**src/rtl/tmr_recovery_sequencer.sv**
```systemverilog
// Recovery sequencer behind the TMR voter: freezes the cores, copies the register file and PC into a faulty core, then releases them.
// Optional per-core fault event counters are built when RECOVERY_FAULT_LOG_EN is defined.
module tmr_recovery_sequencer #(
    parameter int HOLD_CYCLES   = 2,
    parameter int VERIFY_CYCLES = 8,
    parameter int MAX_RETRY     = 2
) (
    input  logic        clk,
    input  logic        rst_in,
    input  logic [2:0]  Voter_state,
    input  logic [31:0] PC_Top,
    input  logic [31:0] rd_data_A,
    input  logic [31:0] rd_data_B,
    input  logic [31:0] rd_data_C,
    output logic [4:0]  rf_addr,
    output logic [31:0] rf_wd,
    output logic        rf_we_A,
    output logic        rf_we_B,
    output logic        rf_we_C,
    output logic        pc_we_A,
    output logic        pc_we_B,
    output logic        pc_we_C,
    output logic        core_hold,
    output logic        Recovery_mode,
    output logic        fatal,
    output logic [7:0]  fault_cnt_A,
    output logic [7:0]  fault_cnt_B,
    output logic [7:0]  fault_cnt_C
);

    localparam int CW = 16;

    typedef enum logic [2:0] {
        S_IDLE, S_HOLD, S_COPY, S_PCFIX, S_VERIFY, S_FATAL
    } state_t;

    state_t      r_state, w_next;
    logic [2:0]  r_fault, w_nextFault;
    logic [4:0]  r_idx, w_nextIdx;
    logic [CW-1:0] r_cnt, w_nextCnt;
    logic [7:0]  r_retry, w_nextRetry;
    logic        w_single, w_clean;

    assign w_single = (Voter_state == 3'b001) || (Voter_state == 3'b010) || (Voter_state == 3'b100);
    assign w_clean  = (Voter_state == 3'b000);

    always_ff @(posedge clk or posedge rst_in) begin
        if (rst_in) begin
            r_state <= S_IDLE;
            r_fault <= 3'b000;
            r_idx   <= 5'd0;
            r_cnt   <= '0;
            r_retry <= 8'd0;
        end else begin
            r_state <= w_next;
            r_fault <= w_nextFault;
            r_idx   <= w_nextIdx;
            r_cnt   <= w_nextCnt;
            r_retry <= w_nextRetry;
        end
    end

    always_comb begin
        w_next      = r_state;
        w_nextFault = r_fault;
        w_nextIdx   = r_idx;
        w_nextCnt   = r_cnt;
        w_nextRetry = r_retry;
        case (r_state)
            S_IDLE: begin
                if (w_single) begin
                    w_nextFault = Voter_state;
                    w_nextRetry = 8'd1;
                    w_nextCnt   = '0;
                    w_next      = S_HOLD;
                end else if (!w_clean) begin
                    w_next = S_FATAL;
                end
            end
            S_HOLD: begin
                if (r_cnt == CW'(HOLD_CYCLES - 1)) begin
                    w_nextIdx = 5'd1;
                    w_next    = S_COPY;
                end else begin
                    w_nextCnt = r_cnt + 1'b1;
                end
            end
            S_COPY: begin
                if (r_idx == 5'd31) begin
                    w_nextIdx = 5'd0;
                    w_next    = S_PCFIX;
                end else begin
                    w_nextIdx = r_idx + 5'd1;
                end
            end
            S_PCFIX: begin
                w_nextCnt = '0;
                w_next    = S_VERIFY;
            end
            S_VERIFY: begin
                // A re-flag of the same core is a retry; any other single core starts a fresh event
                if (w_single) begin
                    if (Voter_state != r_fault) begin
                        w_nextFault = Voter_state;
                        w_nextRetry = 8'd1;
                        w_nextCnt   = '0;
                        w_next      = S_HOLD;
                    end else if (r_retry < 8'(MAX_RETRY)) begin
                        w_nextRetry = r_retry + 8'd1;
                        w_nextCnt   = '0;
                        w_next      = S_HOLD;
                    end else begin
                        w_next = S_FATAL;
                    end
                end else if (!w_clean) begin
                    w_next = S_FATAL;
                end else if (r_cnt == CW'(VERIFY_CYCLES - 1)) begin
                    w_next = S_IDLE;
                end else begin
                    w_nextCnt = r_cnt + 1'b1;
                end
            end
            S_FATAL: w_next = S_FATAL;
            default: w_next = S_IDLE;
        endcase
    end

    // Outputs decode only registered state, so reset clears them immediately
    always_comb begin
        core_hold     = (r_state == S_HOLD) || (r_state == S_COPY) ||
                        (r_state == S_PCFIX) || (r_state == S_FATAL);
        Recovery_mode = (r_state == S_HOLD) || (r_state == S_COPY) || (r_state == S_PCFIX);
        fatal         = (r_state == S_FATAL);
        rf_addr       = (r_state == S_COPY) ? r_idx : 5'd0;
        rf_we_A       = (r_state == S_COPY) && r_fault[0];
        rf_we_B       = (r_state == S_COPY) && r_fault[1];
        rf_we_C       = (r_state == S_COPY) && r_fault[2];
        pc_we_A       = (r_state == S_PCFIX) && r_fault[0];
        pc_we_B       = (r_state == S_PCFIX) && r_fault[1];
        pc_we_C       = (r_state == S_PCFIX) && r_fault[2];
        rf_wd         = 32'd0;
        if (r_state == S_COPY) begin
            rf_wd = r_fault[0] ? rd_data_B : rd_data_A;
        end
    end

    logic w_unusedPc;
    assign w_unusedPc = ^PC_Top;

`ifdef RECOVERY_FAULT_LOG_EN
    logic       w_enterHold;
    logic [7:0] r_cntA, r_cntB, r_cntC;

    assign w_enterHold = (w_next == S_HOLD) && (r_state != S_HOLD);

    always_ff @(posedge clk or posedge rst_in) begin
        if (rst_in) begin
            r_cntA <= 8'd0;
            r_cntB <= 8'd0;
            r_cntC <= 8'd0;
        end else if (w_enterHold) begin
            if (w_nextFault[0] && r_cntA != 8'hFF) r_cntA <= r_cntA + 8'd1;
            if (w_nextFault[1] && r_cntB != 8'hFF) r_cntB <= r_cntB + 8'd1;
            if (w_nextFault[2] && r_cntC != 8'hFF) r_cntC <= r_cntC + 8'd1;
        end
    end

    assign fault_cnt_A = r_cntA;
    assign fault_cnt_B = r_cntB;
    assign fault_cnt_C = r_cntC;
`else
    assign fault_cnt_A = 8'd0;
    assign fault_cnt_B = 8'd0;
    assign fault_cnt_C = 8'd0;
`endif

endmodule

```
**config.mk**
```make
export PLATFORM = sky130hd
export DESIGN_NAME = tmr_recovery_sequencer
export DESIGN_NICKNAME = d
export VERILOG_FILES = /design/src/rtl/tmr_recovery_sequencer.sv
export SDC_FILE = /design/constraint.sdc
export NUM_CORES = 1
export LEC_CHECK = 0
export CORE_MARGIN = 10
export CORE_UTILIZATION = 38
export DETAILED_ROUTE_END_ITERATION = 8
export GPL_TIMING_DRIVEN = 1
export HOLD_SLACK_MARGIN = 0.12
export PLACE_DENSITY = 0.87
export SYNTH_ARGS = -nofsm -noshare
export SYNTH_HDL_FRONTEND = slang
export SYNTH_SLANG_ARGS = --single-unit
```
**constraint.sdc**
```tcl
create_clock -name clk -period 4.57 [get_ports clk]
set_input_delay 0.914 -clock clk [delete_from_list [all_inputs] [get_ports clk]]
set_output_delay 0.914 -clock clk [all_outputs]
set_load 0.005 [all_outputs]
```
==> out/summary.txt, run 1 <==
Vias per cell: 5.25
Data arrival, critical path: 2740 ps
Finished Layout Cells: 538
Async S/R FF share, synth: 1.00
Sequential share of the synthesized area: 0.304
Routability Congestion: 0.893
Worst path max stage delay: 680 ps
Largest net degree at the start of global routing: 37
Pre-antenna DRT Iters: 4
Data required, critical path: 3660 ps
Final Slew Violations: 0
# setup viols final: 0
Clock Tree Root: clkbuf_8
Relative slew slack: 0.367
Mapped Cells: 335
Core Box Area: 7290 um^2
Die H: 107 um
Final worst path period need: 3660 ps
WL final: 9.72 mm
Vias in the first global route: 2749
Mapped Avg Cell Area: 8.59 um^2
I/O Buffers: 114
CP Class: reg -> out
Period utilisation layout: 0.801
Post-CTS resize count: 0
Top FF cell, synth: dfrtp_1
Clock Skews: 7.39 ps
Overflow after GRT: 0
RSZ-0062 raised after global routing: no
Remaining DRCs: 0
Vias: 2827
WL/cell: 18.1 um
Commonest non-fill, non-tap cells in the layout: clkdlybuf4s50_1, nor2_1, dfrtp_1
CTS max path bufs: 2
Commonest non-fill, non-tap cell in the layout: clkdlybuf4s50_1
H-tree levels: 2
Core Rows: 31
Lkg Pwr: 1.80 nW
Iter 0 DRT Violations: 260
HPWL Detailed: 7.90 mm
Critical path peak fanout: 36
P&R area growth vs syn: 41.4%
CTS tree: done
Final Hold Vio Count: 0
Ports: 203
Max-capacitance violation count: 0
Worst Path Buf+Inv: 2
Total track usage: 0.159
Synth Register Bits: 35
Setup repair bufs after CTS: 0
Antenna violations before repair: 0
CP Cell Sequence: nor2b_1 > nand2_1 > buf_4 > nor2_1 > clkdlybuf4s50_1
Status: finished, final reports clean
DRT antenna net count: 0
Yosys warning total: 0
CTS Sinks: 35
CP max-delay cell: nor2b_1
TritonCTS buffer count: 5
Peak supply drop: 0.171 mV
Startpoint Class: flop
Fmax achieved: 0.273 GHz
Layout cell share with drive strength beyond 1: 0.0547
Synth cell types: 52
Nets: 576
Ant. Diodes: 0
HP Class: reg -> reg
Clock latency on the worst-skew pair: 290 ps
Cell family with most CP delay: simple AND/OR/NAND/NOR gates
Die Wd: 107 um
CTS hold repair buffers: 0
Placed insts: 530
Global-route wire length before repair: 14.7 mm
Area of the mapped netlist: 2880 um^2
CP endpoint kind: primary output
Setup TNS: 0 ps
Power per cell area: 422 nW/um^2
Starting Density: 0.395
Worst-Margin Slew: 950 ps
Die ar.: 11500 um^2
Reg clk slew, reported paths: 70 ps
Post-synth EDFFs: 0
==> Yosys cell counts, types with 2 or more instances <==
| library cell | number | share of area |
|---|---|---|
| a22o_1 | 10 | 0.030 |
| ha_1 | 5 | 0.022 |
| dfrtp_1 | 35 | 0.30 |
| a21oi_1 | 7 | 0.012 |
| nor3_2 | 2 | 0.0070 |
| a31o_1 | 2 | 0.0061 |
| mux2_2 | 4 | 0.016 |
| mux2i_1 | 32 | 0.11 |
| nand4_1 | 5 | 0.011 |
| a41oi_1 | 4 | 0.012 |
| nand2b_1 | 3 | 0.0065 |
| nor3_1 | 7 | 0.012 |
| nor4_1 | 4 | 0.0087 |
| inv_1 | 8 | 0.010 |
| clkbuf_1 | 7 | 0.0091 |
| a21o_1 | 2 | 0.0052 |
| o31a_1 | 3 | 0.0091 |
| and3_1 | 15 | 0.033 |
| or3_1 | 4 | 0.0087 |
| nor2b_1 | 2 | 0.0043 |
| buf_4 | 25 | 0.065 |
| buf_1 | 3 | 0.0039 |
| buf_2 | 4 | 0.0070 |
| xnor2_1 | 5 | 0.015 |
| nor2_1 | 65 | 0.085 |
| a211o_1 | 9 | 0.027 |
| nand3_1 | 11 | 0.019 |
| o21a_1 | 4 | 0.010 |
| nand2_1 | 12 | 0.016 |
| buf_6 | 5 | 0.020 |
| o21ai_0 | 9 | 0.016 |
| mux2_1 | 2 | 0.0078 |
==> metal layers <==
| metal | track usage | vias up | routed length (um) |
|---|---|---|---|
| li1 | - | 1372 | - |
| met1 | 0.180 | 1377 | 3780 |
| met2 | 0.292 | 67 | 5420 |
| met3 | 0.0395 | 11 | 410 |
| met4 | 0.0348 | 0 | 106 |
| met5 | 0 | - | 0 |
==> cells by family after synthesis <==
group / share of synthesized area
DFF: 0.304
muxes: 0.135
xor gates and xnor gates: 0.0152
AOI/OAI and AO/OA: 0.164
and+or+nand+nor: 0.244
other: 0.00130
buffers and inverters: 0.115
adders and majority gates: 0.0217
==> where the power goes <==
part	total, mW	internal (mW)	switching, mW	leakage (nW)
Combinational	0.906	0.472	0.435	1.28
Sequential	0.520	0.362	0.158	0.465
Clock	0.289	0.176	0.113	0.0612
Total	1.72	1.01	0.706	1.80
==> stage by stage <==
step	hold slack [ps]	setup WS, ps	utilization	power [mW]	cell area (um^2)
after floorplan	468	1960	-	1.17	2970
after global placement	488	1170	0.542	1.39	3950
after detailed placement	521	1130	0.542	1.42	3950
after CTS	540	953	0.558	1.72	4070
after global routing	560	731	0.558	1.85	4070
final	532	911	0.558	1.72	4070
==> final timing paths <==
check / from / endpoint / slack, ps / depth (start not counted)
worst max-delay path: r_state[1] / rf_wd[27] / 910 / 5
worst min-delay path: r_retry[7] / r_retry[7] / 530 / 2
worst max register to register: r_state[0] / r_cnt[2] / 1750 / 5
worst min register to register: r_retry[7] / r_retry[7] / 530 / 2
max in group asynchronous: rst_in / r_fault[0] / 3210 / 3
min in group asynchronous: rst_in / r_cnt[13] / 1020 / 3
==> cell type report <==
class	count	area (um^2)
clock inverters	2	35.0
multi-input cells	271	1760
clock buffers	6	82.6
flip-flops and latches	35	877
fillers	624	3220
repair buffers	117	1160
well taps	99	124
inverters	8	30.0
==> worst register-to-register path, stage by stage (launching register included) <==
cell and delay (ps):
dfrtp_1 660, inv_1 330, or3_1 590, and2_1 300
nor3_2 630, a22o_1 260
==> state kept, by name, indices dropped and copies added, names as in the netlist <==
name     count
r_cnt       16
r_state      3
r_fault      3
r_retry      8
r_idx        5
Power figures use the tool's default switching activity.
==> run 2, diff against run 1 <==
--- a/config.mk
+++ b/config.mk
@@ -6,11 +6,11 @@
 export NUM_CORES = 1
 export LEC_CHECK = 0
 export CORE_MARGIN = 10
-export CORE_UTILIZATION = 38
+export CORE_UTILIZATION = 32
 export DETAILED_ROUTE_END_ITERATION = 8
 export GPL_TIMING_DRIVEN = 1
 export HOLD_SLACK_MARGIN = 0.12
-export PLACE_DENSITY = 0.87
+export PLACE_DENSITY = 0.78
 export SYNTH_ARGS = -nofsm -noshare
 export SYNTH_HDL_FRONTEND = slang
 export SYNTH_SLANG_ARGS = --single-unit
==> constraint.sdc (replaced) <==
create_clock -name clk -period 3 [get_ports clk]
set_input_delay 0.6 -clock clk [delete_from_list [all_inputs] [get_ports clk]]
set_output_delay 0.6 -clock clk [all_outputs]
set_load 0.005 [all_outputs]
==> run 2 against run 1 <==
Critical path depth unchanged. Clock skew increased by 0.96 ps. First-iteration DRC count fell by 8.1%. Flip-flop and latch count is the same. Power is 62% higher. Largest cell class unchanged.
==> out/summary.txt, run 2 (synthesized netlist as in run 1, its figures left out) <==
Flop pwr share: 0.244
Overflow after GRT: 0
Post-CTS resize count: 0
Final Slew Violations: 0
Iter 0 DRT Violations: 239
Largest net degree at the start of global routing: 38
CTS hold repair buffers: 0
Global-route wire length before repair: 15.1 mm
Critical path peak fanout: 37
Setup repair bufs after CTS: 0
Comb pwr share: 0.596
Data arrival, critical path: 2140 ps
Ant. Diodes: 0
Total track usage: 0.138
Final core utilization: 0.484
Relative slew slack: 0.598
Core Rows: 34
Vias per cell: 5.07
Worst Path Buf+Inv: 3
Antenna violations before repair: 0
Largest register FFs: 16
I/O Buffers: 114
Final Hold Vio Count: 0
Metal3 WL: 568 um
Setup TNS: 0 ps
Switching pwr: 1.10 mW
Switching share of power: 0.398
Routability Congestion: 0.864
Ports: 203
Cell Int Power: 1.67 mW
Data required, critical path: 2400 ps
CTS Sinks: 35
Reg clk slew, reported paths: 70 ps
M1 WL: 3.57 mm
CP endpoint kind: primary output
Power per cell area: 656 nW/um^2
Cell family with most CP delay: buffers and inverters
WL final: 9.58 mm
Clock Skews: 8.35 ps
Die ar.: 13200 um^2
# setup viols final: 0
Die H: 115 um
Post-Route Hold Slack: 529 ps
Peak supply drop: 0.296 mV
Startpoint Class: flop
Final worst path period need: 2740 ps
Starting Density: 0.330
Most flops, register: r_cnt
RSZ-0062 raised after global routing: no
Clock latency on the worst-skew pair: 290 ps
Fillers: 826
Period utilisation layout: 0.914
CTS tree: done
Die Wd: 115 um
Remaining DRCs: 0
Lkg Pwr: 1.89 nW
Clock Tree Root: clkbuf_8
TritonCTS buffer count: 5
Layout cell share with drive strength beyond 1: 0.0899
H-tree levels: 2
CP Class: reg -> out
CP Cell Sequence: inv_1 > nand2_1 > buf_4 > nor2_1 > clkdlybuf4s50_1
HPWL Detailed: 7.70 mm
WL/cell: 17.0 um
Pre-antenna DRT Iters: 4
HP Class: reg -> reg
Core Box Area: 8720 um^2
Commonest non-fill, non-tap cell in the layout: clkdlybuf4s50_1
Clock network fraction of total power: 0.160
DRT antenna net count: 0
P&R area growth vs syn: 46.6%
Largest regs: r_cnt: 16 flops, r_retry: 8 flops, r_idx: 5 flops
Worst-Margin Slew: 598 ps
Worst path max stage delay: 520 ps
Vias: 2857
Status: finished, final reports clean
CP max-delay cell: clkdlybuf4s50_1
Top layer in use: met4
CTS max path bufs: 2
Commonest non-fill, non-tap cells in the layout: clkdlybuf4s50_1, nor2_1, dfrtp_1
Fmax achieved: 0.365 GHz
Vias in the first global route: 2917
Nets: 593
Max-capacitance violation count: 0
Metal2 WL: 5.28 mm
Flop-to-flop setup slack: 630 ps
run 2: power groups by stage:
stage,Combinational [mW],Clock [mW],Sequential [mW]
floorplan,1.16,0,0.619
global placement,1.62,0,0.680
detailed placement,1.65,0,0.683
CTS,1.67,0.456,0.676
global route,1.82,0.477,0.691
finish,1.65,0.443,0.677
run 2: final cells by class:
type / count / area [um^2] / share of cell area
multi-input combinational: 271 / 1760 / 0.416
timing repair buffer: 134 / 1300 / 0.309
sequential: 35 / 877 / 0.208
tap: 108 / 135 / 0.0320
clock buffer: 6 / 82.6 / 0.0196
clock inverter: 2 / 35.0 / 0.00830
inverter: 8 / 30.0 / 0.00711
run 2: per-layer routing:
metal,vias up,global-route usage
met2,79,0.250
li1,1397,-
met5,-,0
met3,14,0.0313
met1,1367,0.158
met4,0,0.0396
run 2: metrics by stage:
stage          worst slack (ps)  cells  area, um^2  power, mW
6_report                    258    564        4220       2.77
5_1_grt                    94.1    564        4220       2.99
4_1_cts                     228    564        4220       2.80
3_5_place_dp               73.7    556        4100       2.33
3_3_place_gp                100    556        4100       2.30
2_1_floorplan               707    358        2970       1.78
run 2: worst paths after layout:
| check | from | to | depth (start not counted) |
|---|---|---|---|
| min | r_retry[7] | r_retry[7] | 2 |
| min in group asynchronous | rst_in | r_retry[4] | 3 |
| max in group asynchronous | rst_in | r_fault[0] | 3 |
| min reg2reg | r_retry[7] | r_retry[7] | 2 |
| max reg2reg | r_state[0] | r_cnt[11] | 6 |
| max | r_state[0] | rf_wd[2] | 5 |
run 2: worst register-to-register path, delay by kind of cell (launching register included):
kind	cells	cell delay [ps]
and+or+nand+nor	3	1290
buffers and inverters	2	410
AOI/OAI and AO/OA	1	90
DFF	1	510
==> run 3, diff against run 2 <==
--- a/config.mk
+++ b/config.mk
@@ -11,6 +11,7 @@
 export GPL_TIMING_DRIVEN = 1
 export HOLD_SLACK_MARGIN = 0.12
 export PLACE_DENSITY = 0.78
+export SETUP_SLACK_MARGIN = 0.3
 export SYNTH_ARGS = -nofsm -noshare
 export SYNTH_HDL_FRONTEND = slang
 export SYNTH_SLANG_ARGS = --single-unit
==> run 3 against run 2 <==
Wire length about the same. Flip-flop and latch count unchanged. Global-route usage unchanged. Largest power group unchanged.
==> out/summary.txt, run 3 (synthesized netlist as in run 1, its figures left out) <==
Ant. Diodes: 0
Fin worst setup slack: 390 ps
Crit Reg-Reg Startpoint: r_state[0]
Nets: 595
H-tree levels: 2
# setup viols final: 0
Clock Tree Root: clkbuf_8
HPWL Detailed: 7.70 mm
Final Hold Vio Count: 0
Power per cell area: 660 nW/um^2
Overall power: 2.80 mW
Total track usage: 0.138
WL/cell: 16.9 um
Setup TNS: 0 ps
Post-Route Hold Slack: 529 ps
DRT antenna net count: 0
Finished Cell Area: 4250 um^2
RSZ-0062 raised after global routing: no
Layout cell share with drive strength beyond 1: 0.100
Data arrival, critical path: 2790 ps
Worst path max stage delay: 570 ps
Flop-to-flop setup slack: 760 ps
Period utilisation layout: 0.870
Core Rows: 34
Area after DPL: 4100 um^2
Die Wd: 115 um
Data required, critical path: 3180 ps
Timing startpoint of the critical path: Voter_state[2]
P&R area growth vs syn: 47.5%
Startpoint Class: primary input
Overflow after GRT: 0
Vias: 2873
Starting Density: 0.330
Routability Congestion: 0.864
Pre-CTS WS: 73.7 ps
Final worst path period need: 2610 ps
Hold path depth: 2
Worst-Margin Slew: 598 ps
Peak supply drop: 0.298 mV
Crit path depth: 7
Max-capacitance violation count: 0
CP Class: in -> reg
Die H: 115 um
Clock latency on the worst-skew pair: 290 ps
Largest regs: r_cnt: 16 flops, r_retry: 8 flops, r_idx: 5 flops
TritonCTS buffer count: 5
Most flops, register: r_cnt
Status: finished, final reports clean
Die ar.: 13200 um^2
CP max-delay cell: or4_4
Register area: 880 um^2
Antenna violations before repair: 0
CTS Sinks: 35
Pre-antenna DRT Iters: 5
Commonest non-fill, non-tap cells in the layout: clkdlybuf4s50_1, nor2_1, mux2i_1, dfrtp_1, conb_1
Cell family with most CP delay: compound AO/OA/AOI/OAI gates
R2r endpoint: r_cnt[8]
Vias per cell: 5.08
Reg clk slew, reported paths: 70 ps
CTS tree: done
I/O Buffers: 114
Core Box Area: 8720 um^2
Critical path peak fanout: 13
Setup crit end: r_cnt[14]
Clock Skews: 8.03 ps
Fillers: 824
Worst Path Buf+Inv: 2
Number of cells on the worst reg-to-reg path: 5
CP Cell Sequence: clkdlybuf4s50_1 > or4_4 > a311oi_2 > a311o_1 > buf_4 > nor4_1 > a21o_1
Final core utilization: 0.487
Ports: 203
Remaining DRCs: 0
Placed insts: 556
Largest register FFs: 16
Fmax achieved: 0.383 GHz
Relative slew slack: 0.598
Lkg Pwr: 1.91 nW
Global-route wire length before repair: 15.1 mm
Iter 0 DRT Violations: 256
Largest net degree at the start of global routing: 38
CTS max path bufs: 2
CTS hold repair buffers: 0
Multi-input logic area: 1760 um^2
HP Class: reg -> reg
CP endpoint kind: flop
WL final: 9.58 mm
Final Slew Violations: 0
Vias in the first global route: 2917
Commonest non-fill, non-tap cell in the layout: clkdlybuf4s50_1
Finished Layout Cells: 566
[run 3: cell types whose count changed in the layout (fill, tap and decap cells not counted)]
cell	before	now
dfrtp_1	34	32
dfrtp_2	1	3
buf_4	19	20
buf_6	0	1
clkdlybuf4s50_1	114	113
dlymetal6s2s_1	0	1
inv_1	8	7
inv_4	0	1
[run 3: worst min path at each step]
stage | from | to | slack, ps
CTS | r_retry[7] | r_retry[7] | 530
global route | r_retry[7] | r_retry[7] | 560
detailed placement | r_retry[7] | r_retry[7] | 510
global placement | r_retry[7] | r_retry[7] | 490
finish | r_retry[7] | r_retry[7] | 530
floorplan | r_retry[7] | r_retry[7] | 470
[run 3: per-layer routing]
layer  vias up  global-route usage  share of wire
met5         -                   0              0
met4         0              0.0396          0.021
met3        18              0.0313          0.060
met2        89               0.250           0.55
met1      1364               0.158           0.37
li1       1402                   -              -
[run 3: worst min-delay path: stages (launching register included)]
cell	delay (ps)
dfrtp_1	360
a41oi_1	50
nor2_1	80
[run 3: power by group]
| part | internal, mW | switching (mW) |
|---|---|---|
| logic | 0.866 | 0.827 |
| clock network | 0.269 | 0.173 |
| registers | 0.557 | 0.112 |
| total | 1.69 | 1.11 |
[run 3: cell type report]
| cell class | instances | share of cell area |
|---|---|---|
| tap | 108 | 0.0318 |
| inverter | 8 | 0.00766 |
| timing repair buffer | 136 | 0.312 |
| sequential | 35 | 0.207 |
| clock inverter | 2 | 0.00825 |
| multi-input combinational | 271 | 0.414 |
| clock buffer | 6 | 0.0194 |
[run 3: repair_timing]
action                                  in CTS  in global routing
resized for setup                            2                  4
buffers inserted                             0                  2
endpoints found under the setup margin      32                 33
